**config.mk**
```make
export PLATFORM = sky130hd
export DESIGN_NAME = hazard_ctrl_stage_flat
export DESIGN_NICKNAME = d
export VERILOG_FILES = /design/src/rtl/hazard_ctrl_stage_if.sv /design/src/rtl/hazard_ctrl_stage.sv /design/src/flat_wrapper.sv
export SDC_FILE = /design/constraint.sdc
export NUM_CORES = 1
export LEC_CHECK = 0
export BUFFER_PORTS_ARGS = -buffer_cell sky130_fd_sc_hd__buf_2
export CAP_MARGIN = 20
export CORE_AREA = 2 2 39 41
export DETAILED_ROUTE_END_ITERATION = 8
export DIE_AREA = 0 0 41 43
export PLACE_DENSITY = 0.82
export SETUP_SLACK_MARGIN = 0.4
export SLEW_MARGIN = 5
export SYNTH_ARGS = -nofsm -noshare
export SYNTH_HDL_FRONTEND = slang
export SYNTH_SLANG_ARGS = --single-unit
```
**constraint.sdc**
```tcl
create_clock -name clk -period 3.2 [get_ports clk]
set_input_delay 0 -clock clk [delete_from_list [all_inputs] [get_ports clk]]
set_output_delay 0 -clock clk [all_outputs]
set_load 0.02 [all_outputs]
```
**src/rtl/hazard_ctrl_stage_if.sv**
```systemverilog
// ID/EX control-stage bus: decoded control bundles in, registered bundles out.
// HAZARD_STATS_EN adds the Bubble_Total_Out statistics output.
interface hazard_ctrl_stage_if #(
  parameter int WB_W  = 2,
  parameter int MEM_W = 2,
  parameter int EX_W  = 4,
  parameter int CNT_W = 2
);
  logic [WB_W-1:0]  WriteBack_In;
  logic [MEM_W-1:0] Memory_In;
  logic [EX_W-1:0]  Execution_In;
  logic             Valid_In;
  logic             Hazard_In;
  logic [CNT_W-1:0] Bubble_Len_In;
  logic             Stall_In;
  logic             Flush_In;
  logic [WB_W-1:0]  WriteBack_Out;
  logic [MEM_W-1:0] Memory_Out;
  logic [EX_W-1:0]  Execution_Out;
  logic             Valid_Out;
  logic             Bubble_Active_Out;
  logic             Hold_Out;
`ifdef HAZARD_STATS_EN
  logic [15:0]      Bubble_Total_Out;

  modport master (
    output WriteBack_In, Memory_In, Execution_In, Valid_In,
           Hazard_In, Bubble_Len_In, Stall_In, Flush_In,
    input  WriteBack_Out, Memory_Out, Execution_Out, Valid_Out,
           Bubble_Active_Out, Hold_Out, Bubble_Total_Out
  );
  modport slave (
    input  WriteBack_In, Memory_In, Execution_In, Valid_In,
           Hazard_In, Bubble_Len_In, Stall_In, Flush_In,
    output WriteBack_Out, Memory_Out, Execution_Out, Valid_Out,
           Bubble_Active_Out, Hold_Out, Bubble_Total_Out
  );
`else
  modport master (
    output WriteBack_In, Memory_In, Execution_In, Valid_In,
           Hazard_In, Bubble_Len_In, Stall_In, Flush_In,
    input  WriteBack_Out, Memory_Out, Execution_Out, Valid_Out,
           Bubble_Active_Out, Hold_Out
  );
  modport slave (
    input  WriteBack_In, Memory_In, Execution_In, Valid_In,
           Hazard_In, Bubble_Len_In, Stall_In, Flush_In,
    output WriteBack_Out, Memory_Out, Execution_Out, Valid_Out,
           Bubble_Active_Out, Hold_Out
  );
`endif
endinterface

```
**src/rtl/hazard_ctrl_stage.sv**
```systemverilog
// Registered ID/EX hazard control stage: inserts 1..MAX_BUBBLES bubbles per hazard,
// with stall/flush. Optional macro HAZARD_STATS_EN adds a saturating bubble counter.
module hazard_ctrl_stage #(
  parameter int WB_W        = 2,
  parameter int MEM_W       = 2,
  parameter int EX_W        = 4,
  parameter int MAX_BUBBLES = 3,
  parameter int CNT_W       = $clog2(MAX_BUBBLES+1)
) (
  input  logic                 clk,
  input  logic                 rst_n,
  hazard_ctrl_stage_if.slave   bus
);

  typedef enum logic {IDLE, BUBBLE} state_t;

  typedef struct packed {
    logic [WB_W-1:0]  wb;
    logic [MEM_W-1:0] mem;
    logic [EX_W-1:0]  ex;
    logic             vld;
    logic             bub;
  } ctl_t;

  localparam logic [CNT_W-1:0] ONE   = CNT_W'(1);
  localparam logic [CNT_W-1:0] MAX_L = CNT_W'(MAX_BUBBLES);
  localparam ctl_t BUB_CTL = '{wb: '0, mem: '0, ex: '0, vld: 1'b0, bub: 1'b1};

  state_t           state_q, state_d;
  logic [CNT_W-1:0] rem_q, rem_d, eff_len;
  ctl_t             ctl_q, ctl_d, ctl_in;
  logic             bub_cap;

  assign ctl_in = '{wb: bus.WriteBack_In, mem: bus.Memory_In, ex: bus.Execution_In,
                    vld: bus.Valid_In, bub: 1'b0};

  // zero-length requests still cost one bubble; oversize requests clamp
  always_comb begin
    eff_len = bus.Bubble_Len_In;
    if (bus.Bubble_Len_In == '0)
      eff_len = ONE;
    else if (bus.Bubble_Len_In > MAX_L)
      eff_len = MAX_L;
  end

  always_comb begin
    state_d = state_q;
    rem_d   = rem_q;
    ctl_d   = ctl_q;
    if (bus.Flush_In) begin
      state_d = IDLE;
      rem_d   = '0;
      ctl_d   = '0;
    end else if (!bus.Stall_In) begin
      case (state_q)
        IDLE: begin
          if (bus.Hazard_In) begin
            ctl_d   = BUB_CTL;
            rem_d   = eff_len - ONE;
            state_d = (eff_len > ONE) ? BUBBLE : IDLE;
          end else begin
            ctl_d = ctl_in;
          end
        end
        BUBBLE: begin
          // hazard requests are ignored mid-run: no extension, no restart
          ctl_d = BUB_CTL;
          rem_d = rem_q - ONE;
          if (rem_q == ONE)
            state_d = IDLE;
        end
        default: state_d = IDLE;
      endcase
    end
  end

  always_ff @(posedge clk or negedge rst_n) begin
    if (!rst_n) begin
      state_q <= IDLE;
      rem_q   <= '0;
      ctl_q   <= '0;
    end else begin
      state_q <= state_d;
      rem_q   <= rem_d;
      ctl_q   <= ctl_d;
    end
  end

  assign bus.Hold_Out = !bus.Flush_In &
                        ((state_q == BUBBLE) | ((state_q == IDLE) & bus.Hazard_In) | bus.Stall_In);

  assign bus.WriteBack_Out     = ctl_q.wb;
  assign bus.Memory_Out        = ctl_q.mem;
  assign bus.Execution_Out     = ctl_q.ex;
  assign bus.Valid_Out         = ctl_q.vld;
  assign bus.Bubble_Active_Out = ctl_q.bub;

  // an edge captures a bubble when it is neither flushed nor stalled and a run is live or starting
  assign bub_cap = !bus.Flush_In & !bus.Stall_In & ((state_q == BUBBLE) | bus.Hazard_In);

`ifdef HAZARD_STATS_EN
  logic [15:0] total_q;

  always_ff @(posedge clk or negedge rst_n) begin
    if (!rst_n)
      total_q <= '0;
    else if (bub_cap && total_q != 16'hFFFF)
      total_q <= total_q + 16'd1;
  end

  assign bus.Bubble_Total_Out = total_q;
`else
  logic unused_cap;
  assign unused_cap = bub_cap;
`endif

endmodule

```
**src/flat_wrapper.sv**
```systemverilog
// flat-port wrapper written by rule: the top's interface ports become plain ports
module hazard_ctrl_stage_flat 
#(
  parameter int WB_W        = 2,
  parameter int MEM_W       = 2,
  parameter int EX_W        = 4,
  parameter int MAX_BUBBLES = 3,
  parameter int CNT_W       = $clog2(MAX_BUBBLES+1)
)
  (clk, rst_n, bus_WriteBack_In, bus_Memory_In, bus_Execution_In, bus_Valid_In, bus_Hazard_In, bus_Bubble_Len_In, bus_Stall_In, bus_Flush_In, bus_WriteBack_Out, bus_Memory_Out, bus_Execution_Out, bus_Valid_Out, bus_Bubble_Active_Out, bus_Hold_Out);
  hazard_ctrl_stage_if #(.WB_W(WB_W), .MEM_W(MEM_W), .EX_W(EX_W), .CNT_W(CNT_W)) bus_i ();
  input  logic clk;
  input  logic rst_n;
  input wire logic [$bits(bus_i.WriteBack_In)-1:0] bus_WriteBack_In;
  input wire logic [$bits(bus_i.Memory_In)-1:0] bus_Memory_In;
  input wire logic [$bits(bus_i.Execution_In)-1:0] bus_Execution_In;
  input wire logic [$bits(bus_i.Valid_In)-1:0] bus_Valid_In;
  input wire logic [$bits(bus_i.Hazard_In)-1:0] bus_Hazard_In;
  input wire logic [$bits(bus_i.Bubble_Len_In)-1:0] bus_Bubble_Len_In;
  input wire logic [$bits(bus_i.Stall_In)-1:0] bus_Stall_In;
  input wire logic [$bits(bus_i.Flush_In)-1:0] bus_Flush_In;
  output wire logic [$bits(bus_i.WriteBack_Out)-1:0] bus_WriteBack_Out;
  output wire logic [$bits(bus_i.Memory_Out)-1:0] bus_Memory_Out;
  output wire logic [$bits(bus_i.Execution_Out)-1:0] bus_Execution_Out;
  output wire logic [$bits(bus_i.Valid_Out)-1:0] bus_Valid_Out;
  output wire logic [$bits(bus_i.Bubble_Active_Out)-1:0] bus_Bubble_Active_Out;
  output wire logic [$bits(bus_i.Hold_Out)-1:0] bus_Hold_Out;
  assign bus_i.WriteBack_In = bus_WriteBack_In;
  assign bus_i.Memory_In = bus_Memory_In;
  assign bus_i.Execution_In = bus_Execution_In;
  assign bus_i.Valid_In = bus_Valid_In;
  assign bus_i.Hazard_In = bus_Hazard_In;
  assign bus_i.Bubble_Len_In = bus_Bubble_Len_In;
  assign bus_i.Stall_In = bus_Stall_In;
  assign bus_i.Flush_In = bus_Flush_In;
  assign bus_WriteBack_Out = bus_i.WriteBack_Out;
  assign bus_Memory_Out = bus_i.Memory_Out;
  assign bus_Execution_Out = bus_i.Execution_Out;
  assign bus_Valid_Out = bus_i.Valid_Out;
  assign bus_Bubble_Active_Out = bus_i.Bubble_Active_Out;
  assign bus_Hold_Out = bus_i.Hold_Out;
  hazard_ctrl_stage #(.WB_W(WB_W), .MEM_W(MEM_W), .EX_W(EX_W), .MAX_BUBBLES(MAX_BUBBLES), .CNT_W(CNT_W)) u_core (.clk(clk), .rst_n(rst_n), .bus(bus_i));
endmodule
```
==> flow_metrics.env <==
export IMPL_routed_via_density=5.13
export IMPL_maxCapViolCount=0
export IMPL_seqPwrFrac_pct=53.1
export IMPL_layout_min_cycle_time_ns=1.32
export IMPL_final_cell_mix="26 x buf_2, 13 x dfrtp_1, 10 x dlygate4sd3_1"
export IMPL_cts_sinks=13
export IMPL_drc_errors=0
export IMPL_worst_pin_slew_ns=0.547
export IMPL_hp_class="in -> reg"
export IMPL_period_share_pct=41.4
export IMPL_core_rowCount=14
export IMPL_netlist_instances=48
export IMPL_p_clk_share_pct=28.9
export IMPL_max_freq_ghz=0.755
export IMPL_hpwl_um=890
export IMPL_finClkSkew_ns=0.00131
export IMPL_clk_latency_ns=0.27
export IMPL_arrival_ns=1.53
export IMPL_crit_fanout=9
export IMPL_stdcell_count=101
export IMPL_finalHoldViolations=0
export IMPL_postCtsResizedCells=0
export IMPL_n_antenna_cell=0
export IMPL_synth_fp_nets=65
export IMPL_area_delta_synth_final_pct=44.3
export IMPL_wl_um=1300
export IMPL_clock_path_buffers=2
export IMPL_power_leakage_nw=0.433
export IMPL_tritoncts="yes"
export IMPL_crit_type="reg -> reg"
export IMPL_power_mw=0.334
export IMPL_setup_worst_path_start_class="flop"
export IMPL_ant_nets=0
export IMPL_drt_initial_drc_count=6
export IMPL_holdWs_ns=0.00787
export IMPL_root_buffer="clkbuf_4"
export IMPL_netSwitchingFraction_pct=26.0
export IMPL_slew_headroom_pct=63.2
export IMPL_synth_area_um2=582
export IMPL_grt_pass1_wl_um=2060
export IMPL_rsz0062_at_grt="no"
export IMPL_yosysWarnings=0
export IMPL_io_buffers=26
export IMPL_ys_ff_latch=13
export IMPL_place_congestion=0.750
export IMPL_routed_via_count=518
export IMPL_place_inst=87
export IMPL_ctsHtreeMaxLevel=1
export IMPL_coreArea_um2=1380
export IMPL_wire_per_inst_um=12.9
export IMPL_comb_power_share_pct=18.0
export IMPL_numCtsBuffers=3
export IMPL_antenna_found_initial=0
export IMPL_p_int_mw=0.247
export IMPL_grt_pass1_vias=504
export IMPL_powerDensity_nw_per_um2=397
export IMPL_p_switching_mw=0.0869
export IMPL_grt_max_degree=14
export IMPL_setup_viol=0
export IMPL_syn_area_per_cell_um2=12.1
export IMPL_die_w_um=41
export IMPL_nets=103
export IMPL_finalSetupTns_ns=0
export IMPL_die_y_um=43
export IMPL_initial_utilization_pct=42.0
export IMPL_drive_above_1_share_pct=37.6
export IMPL_outcome="finished, final reports clean"
export IMPL_ir_drop_mv=0.235
export IMPL_ios=27
export IMPL_gr_usage_all_layers_pct=17.1
export IMPL_die_area_um2=1760
export IMPL_ys_types=21
export IMPL_clkTransAtPathRegs_ns=0.08
export IMPL_seq_area_frac_synth_pct=55.9
export IMPL_drv_slew=0
export IMPL_final_common_cell="buf_2"
export IMPL_grt_overflow=0
export IMPL_cp_data_required_time_ns=3.41
export IMPL_drtPass1Iterations=4
export IMPL_crit_path_end_kind="flop"
[metal layers]
layer	up-vias	track usage, %	wire length, um
met5	-	0	0
met4	0	4.00	0
met3	0	3.66	89
met2	23	27.5	680
met1	243	22.6	533
li1	252	-	-
[area by class of cell]
cell class	count	area (um^2)
fill	118	544
sequential	13	325
timing repair buffer	36	230
multi-input combinational	29	225
clock buffer	3	22.5
tap	16	20.0
inverter	3	11.3
clock inverter	1	5.00
[cell usage after synthesis]
master	count	share of area, %
dfrtp_1	13	56
a22o_1	9	14
a21oi_1	3	2.6
inv_1	3	1.9
a31oi_1	2	2.2
nor2b_1	2	2.2
o21a_1	2	2.6
a311oi_1	1	1.5
buf_2	1	0.86
buf_6	1	1.9
clkbuf_1	1	0.64
ha_1	1	2.2
nand2_1	1	0.64
nor2_1	1	0.64
nor2_2	1	1.1
nor3_1	1	0.86
nor3b_1	1	1.3
nor4_4	1	3.7
nor4bb_1	1	1.7
o21ai_0	1	0.86
o21bai_1	1	1.3
[registers in the layout, summed over array words and instances (netlist names)]
name / count
u_core.bus.Bubble_Active_Out: 1
u_core.rem_q: 2
u_core.bus.Memory_Out: 2
u_core.bus.Execution_Out: 4
u_core.bus.WriteBack_Out: 2
u_core.state_q: 1
u_core.bus.Valid_Out: 1
[per-stage QoR]
stage                     setup slack [ns]  instance area (um^2)  util (%)
after detailed placement              1.87                   712      51.4
after floorplan                       2.05                   582         -
after global placement                1.95                   712      51.4
after global routing                  1.77                   840      60.7
final                                 1.88                   840      60.7
after CTS                             1.87                   840      60.7
[power by group through the flow]
stage	Sequential (mW)	Combinational (mW)	Clock, mW
CTS	0.177	0.0605	0.0996
finish	0.177	0.0601	0.0966
global route	0.178	0.0662	0.108
floorplan	0.185	0.0240	0
detailed placement	0.180	0.0514	0
global placement	0.180	0.0497	0
[logic make-up after synthesis]
kind of cell / after synthesis / share of synthesized area, %
adders and majority gates: 1 / 2.15
DFF: 13 / 55.9
AOI/OAI and AO/OA: 19 / 24.5
buffers and inverters: 6 / 5.37
and+or+nand+nor: 9 / 12.0
[critical path, stage by stage (launching register included)]
cell	delay, ns
dfrtp_1	0.48
nor4_4	0.58
a22o_1	0.21
[final timing paths]
kind	start	depth (start not counted)	slack [ns]	end
max reg2reg	u_core.state_q	2	1.88	u_core.bus.WriteBack_Out[1]
min reg2reg	u_core.bus.Bubble_Active_Out	1	0.48	u_core.bus.Bubble_Active_Out
max	u_core.state_q	2	1.88	u_core.bus.WriteBack_Out[1]
min	bus_Flush_In	2	0.008	u_core.state_q
min in group asynchronous	rst_n	2	0.13	u_core.rem_q[1]
max in group asynchronous	rst_n	2	2.85	u_core.bus.Bubble_Active_Out
[repair_timing]
action,CTS,global route
setup buffers,0,0
hold endpoints to repair,22,0
hold buffers,10,0
(Power assumes the default switching activity.)
